File: src/rtl/pe_array_pkg.sv
// Shared definitions for the systolic PE array front end: lane width default,
// lane slicing helper and the skew-feeder FSM state encoding.
package pe_array_pkg;

  localparam int PE_DATA_W = 16;

  typedef enum logic [1:0] {
    IDLE  = 2'd0,
    FEED  = 2'd1,
    DRAIN = 2'd2
  } feed_state_e;

  // Low bit index of lane `lane` inside a packed vector of `w`-bit lanes.
  function automatic int lane_lo(input int lane, input int w);
    return lane * w;
  endfunction

endpackage

File: src/rtl/pe_lane_delay.sv
// Fixed-depth shift chain carrying {data, valid, last} for one array row.
// Every stage clears on reset so in-flight beats are dropped, never emitted.
module pe_lane_delay
  import pe_array_pkg::*;
#(
  parameter int DEPTH  = 1,
  parameter int DATA_W = PE_DATA_W
) (
  input  logic              clk,
  input  logic              reset,
  input  logic [DATA_W+1:0] din,
  output logic [DATA_W+1:0] dout
);

  logic [DATA_W+1:0] chain_p [DEPTH];

  always_ff @(posedge clk) begin
    if (reset) begin
      for (int k = 0; k < DEPTH; k++) chain_p[k] <= '0;
    end else begin
      chain_p[0] <= din;
      for (int k = 1; k < DEPTH; k++) chain_p[k] <= chain_p[k-1];
    end
  end

  assign dout = chain_p[DEPTH-1];

endmodule

File: src/rtl/pe_row_skew_feeder.sv
// Skews row-aligned vectors onto the PE array left edge: lane i lags by i+1
// cycles, and each frame is followed by a zero flush so frames never overlap.
module pe_row_skew_feeder
  import pe_array_pkg::*;
#(
  parameter int N_ROWS = 4,
  parameter int DATA_W = PE_DATA_W
) (
  input  logic                     clk,
  input  logic                     reset,
  input  logic                     in_valid,
  output logic                     in_ready,
  input  logic [N_ROWS*DATA_W-1:0] in_data,
  input  logic                     in_last,
  output logic [N_ROWS*DATA_W-1:0] out_data,
  output logic [N_ROWS-1:0]        out_valid,
  output logic [N_ROWS-1:0]        out_last,
  output logic                     frame_done,
  output logic                     busy
);

  localparam int CNT_W = (N_ROWS > 1) ? $clog2(N_ROWS) : 1;
  // Drain lasts N_ROWS-1 cycles: load N_ROWS-2 and leave when the count hits 0.
  localparam logic [CNT_W-1:0] DRAIN_LOAD = CNT_W'((N_ROWS > 1) ? N_ROWS - 2 : 0);

  feed_state_e      state, state_nxt;
  logic [CNT_W-1:0] cnt, cnt_nxt;
  logic             accept;

  assign accept = in_valid & in_ready;

  // State and drain counter registers
  always_ff @(posedge clk) begin
    if (reset) begin
      state <= IDLE;
      cnt   <= '0;
    end else begin
      state <= state_nxt;
      cnt   <= cnt_nxt;
    end
  end

  always_comb begin
    state_nxt = state;
    cnt_nxt   = cnt;
    unique case (state)
      IDLE, FEED: begin
        if (accept) begin
          if (in_last) begin
            if (N_ROWS == 1) begin
              state_nxt = IDLE;
            end else begin
              state_nxt = DRAIN;
              cnt_nxt   = DRAIN_LOAD;
            end
          end else begin
            state_nxt = FEED;
          end
        end
      end
      DRAIN: begin
        if (cnt == '0) state_nxt = IDLE;
        else           cnt_nxt   = cnt - 1'b1;
      end
      default: state_nxt = IDLE;
    endcase
  end

  always_comb begin
    in_ready = (state != DRAIN);
    busy     = (state != IDLE) | (|out_valid);
  end

  // Lane heads take the accepted beat, otherwise an all-zero bubble
  for (genvar i = 0; i < N_ROWS; i++) begin : g_lane
    localparam int LO = lane_lo(i, DATA_W);

    logic [DATA_W+1:0] head;
    logic [DATA_W+1:0] tail;

    assign head = accept ? {in_data[LO +: DATA_W], 1'b1, in_last} : '0;

    pe_lane_delay #(
      .DEPTH  (i + 1),
      .DATA_W (DATA_W)
    ) u_delay (
      .clk   (clk),
      .reset (reset),
      .din   (head),
      .dout  (tail)
    );

    assign out_data[LO +: DATA_W] = tail[DATA_W+1:2];
    assign out_valid[i]           = tail[1];
    assign out_last[i]            = tail[0];
  end

  assign frame_done = out_valid[N_ROWS-1] & out_last[N_ROWS-1];

endmodule
File: config.mk
export PLATFORM = sky130hd
export DESIGN_NAME = pe_row_skew_feeder
export DESIGN_NICKNAME = d
export VERILOG_FILES = /design/src/rtl/pe_array_pkg.sv /design/src/rtl/pe_lane_delay.sv /design/src/rtl/pe_row_skew_feeder.sv
export SDC_FILE = /design/constraint.sdc
export NUM_CORES = 1
export LEC_CHECK = 0
export ABC_CLOCK_PERIOD_IN_PS = 1950
export CORE_MARGIN = 3
export CORE_UTILIZATION = 51
export CTS_BUF_LIST = sky130_fd_sc_hd__clkbuf_16
export DETAILED_ROUTE_END_ITERATION = 12
export PLACE_DENSITY = 0.86
export SYNTH_ARGS = -nofsm -noshare
export SYNTH_HDL_FRONTEND = slang
export SYNTH_SLANG_ARGS = --single-unit
File: constraint.sdc
create_clock -name clk -period 1.95 [get_ports clk]
set_input_delay 0.39 -clock clk [delete_from_list [all_inputs] [get_ports clk]]
set_output_delay 0.39 -clock clk [all_outputs]
set_load 0.005 [all_outputs]
==> results by group, run 1 <==
STA
  – Slew Viols, Final: 0
  – Fin Hold WS: 0.322 ns
  – Clock Skew: 0.0107 ns
  – Worst-Margin Slew: 0.318 ns
  – Post-Route Setup TNS: 0 ns
  – Endpoints failing hold: 0
  – Fmax: 538 MHz
  – Min Tclk post-route: 1.86 ns
  – Setup ws final: 0.0900 ns
  – Setup Viol. Count Final: 0
  – RSZ-0062 raised after global routing: no
  – Crit share post-route: 0.954
  – Relative slew margins: 0.783

Worst setup path
  – CP startpoint kind: flop
  – Setup crit end kind: output pin
  – Max incr delay on CP: 0.44 ns
  – Critical Path Fanout Max: 8
  – Crit path DAT: 1.47 ns
  – Critical path type: flop to output pin
  – CP cell instances: nor2b_4 -> inv_1 -> clkdlybuf4s50_1
  – Data required time of the worst path: 1.56 ns
  – Slowest cell on crit path: clkdlybuf4s50_1

Placed design
  – Final GP Congestion: 0.736
  – Port Buffers: 142
  – Placed cell count: 639
  – Pre-CTS setup slack: 0.261 ns
  – Placed cell areas: 0.00627 mm^2
  – Hpwl dp: 5600 um

Die
  – Die area: 0.0114 mm^2
  – Initial Util: 0.526
  – Chip Width: 107 um
  – Row count: 36
  – Die H: 107 um
  – IO Pins: 143
  – Core ar.: 0.00982 mm^2

Synthesis
  – Fraction of registers with async set/reset: 0
  – Ys Warns: 0
  – Synth area leaders: dfxtp_1, nor2b_1, buf_4
  – Synthesized flop and latch total: 172
  – Post-synthesis sequential area ratio: 0.667
  – Syn Inst Count: 435
  – XOR/XNOR Fraction of Synth Area: 0
  – Area of the mapped netlist: 0.00516 mm^2
  – Main combinational cell family by area after synthesis: simple AND/OR/NAND/NOR gates
  – Syn_nets: 504
  – Simple-Gate Fraction of Synth Area: 0.217
  – Compound-Gate Fraction of Synth Area: 0.00873
  – Synthesized-area fraction occupied by adder cells: 0.00242
  – Syn avg cell area: 11.9 um^2
  – Top cell type by total area after synthesis: dfxtp_1
  – Post-synth EDFFs: 0
  – Post-synth cell types: 22
  – Ys flop type: dfxtp_1
  – Synth top area share: 0.667
  – Post-synthesis mux area share: 0

Pwr
  – Power Density: 1060 mW/mm^2
  – Overall power: 7.34 mW
  – Internal power: 5.71 mW
  – Sw power: 1.63 mW
  – Logic pwr share: 0.051
  – P_leak: 2.73 nW
  – Worst vdd ir: 718 uV
  – Switching portion of total power: 0.222
  – Register share of total power: 0.497
  – Clk network pwr share: 0.451

Clock tree
  – Worst skew pair latency: 0.41 ns
  – Clk sinks: 172
  – CTS tree: built
  – Total CTS buffers: 17
  – Clock Path Buffers: 2
  – CTS H-tree lvls: 4
  – Root Driver: clkbuf_16
  – Clock-pin transition on the worst setup and hold timing paths: 0.07 ns

Cells and area
  – Design area: 0.00691 mm^2
  – Antenna diodes: 0
  – Non-Filler Instances: 673
  – Sequential cell area: 0.00345 mm^2
  – Multi-input logic area: 0.00120 mm^2
  – Area Overhead vs Synth: 33.8%
  – Share of cells above drive strength 1: 0.0778
  – FILL cells: 701
  – Nets: 596
  – Layout Utilization: 0.703

Global route
  – Global route overflow: 0
  – First-pass GRT wire length: 13,600 um
  – Initial antenna violation count: 0
  – Overall Global Routing Usage: 0.153
  – Pin count of the biggest net entering global routing: 78
  – Vias in the first global route: 2,913

Routing
  – DR vias: 2,801
  – Drt initial violations: 72
  – DR WL/cell: 12.3 um
  – Detail Route Antenna Nets: 0
  – WL final: 8270 um
  – Drt drc: 0
  – Drt first pass iters: 4
  – Vias per inst: 4.16

Run
  – Max-cap violations: 0

Status
  – Status: finished clean

Worst hold path
  – Worst min path class: input pin to flop
## synth_stat cells (2+ instances only)
| cell | count |
|---|---|
| dfxtp_1 | 172 |
| buf_4 | 56 |
| and2_1 | 66 |
| inv_1 | 3 |
| buf_2 | 2 |
| nor2_1 | 4 |
| nor2b_1 | 103 |
| clkbuf_1 | 11 |
| buf_6 | 5 |
## power groups by stage
stage,sequential [mW],clock [mW],combinational [mW]
detailed placement,3.73,0,0.379
CTS,3.65,3.38,0.381
finish,3.65,3.31,0.378
global placement,3.72,0,0.368
global route,3.66,3.54,0.414
floorplan,3.72,0,0.172
## flip-flops by register name, indices dropped and copies added, names as in the netlist
name	flops
state	2
cnt	2
g_lane.u_delay.chain_p	168
## cells by family (layout without fill, tap and decap cells)
kind of cell             after synthesis  count (layout)
flip-flops                           172             172
adder cells (fa/ha/maj)                1               1
AO/OA/AOI/OAI                          6               6
AND/OR/NAND/NOR                      179             179
buffers and inverters                 77             182
## path summary, 6_finish.rpt
check,cells past startpoint,from,end,slack [ns]
hold / removal,2,reset,g_lane[3].u_delay.chain_p[0][54]$_SDFF_PP0_,0.32
setup / recovery,3,state[1]$_SDFFE_PP0P_,in_ready,0.09
setup reg to reg,5,state[0]$_SDFFE_PP0P_,g_lane[3].u_delay.chain_p[0][13]$_SDFF_PP0_,0.58
hold reg to reg,1,g_lane[2].u_delay.chain_p[0][30]$_SDFF_PP0_,g_lane[2].u_delay.chain_p[0][48]$_SDFF_PP0_,0.42
## placed cells by master (no fill, tap or decap), drive strengths merged
cell / n
dlygate4sd2: 1
a221oi: 1
and2: 66
nand2: 1
dfxtp: 172
nor4: 1
inv: 12
clkbuf: 17
a211o: 1
ha: 1
o211ai: 1
nor2b: 104
bufinv: 1
nor2: 4
a2111oi: 1
clkinv: 5
nand3: 1
nor3b: 1
buf: 6
and3b: 1
a21oi: 1
clkdlybuf4s50: 140
a31oi: 1
## critical path: cells and delay by family, from the launching register on
family | cells | cell delay [ns]
flops | 1 | 0.39
simple gates | 1 | 0.19
buf+inv | 2 | 0.49
## what timing repair did
action                                  in CTS  in global routing
hold buffers                                 0                  0
gates resized for setup                      5                  0
endpoints found under the setup margin       2                  1
pin swaps                                    1                  0
setup buffers                                0                  2
## routing by layer
metal	up-vias	part of all wire	track usage	wire (um)
met5	-	0	0	0
met4	0	0.021	0.0658	172
met3	13	0.070	0.0590	575
met2	88	0.53	0.274	4360
met1	1246	0.38	0.159	3160
li1	1454	-	-	-
## cell type report
| class | instances | share of cell area |
|---|---|---|
| Sequential cell | 172 | 0.499 |
| Timing Repair Buffer | 147 | 0.214 |
| Multi-Input combinational cell | 186 | 0.174 |
| Clock buffer | 17 | 0.0616 |
| Clock inverter | 15 | 0.0254 |
| Tap cell | 133 | 0.0241 |
| Inverter | 3 | 0.00163 |
Power figures use the tool's default switching activity.
==> run 2, diff against run 1 <==
- CTS_CLUSTER_SIZE: unset -> 30
==> results of run 2 <==
No change in the layout: final DEF, timing and power equal those of run 1.
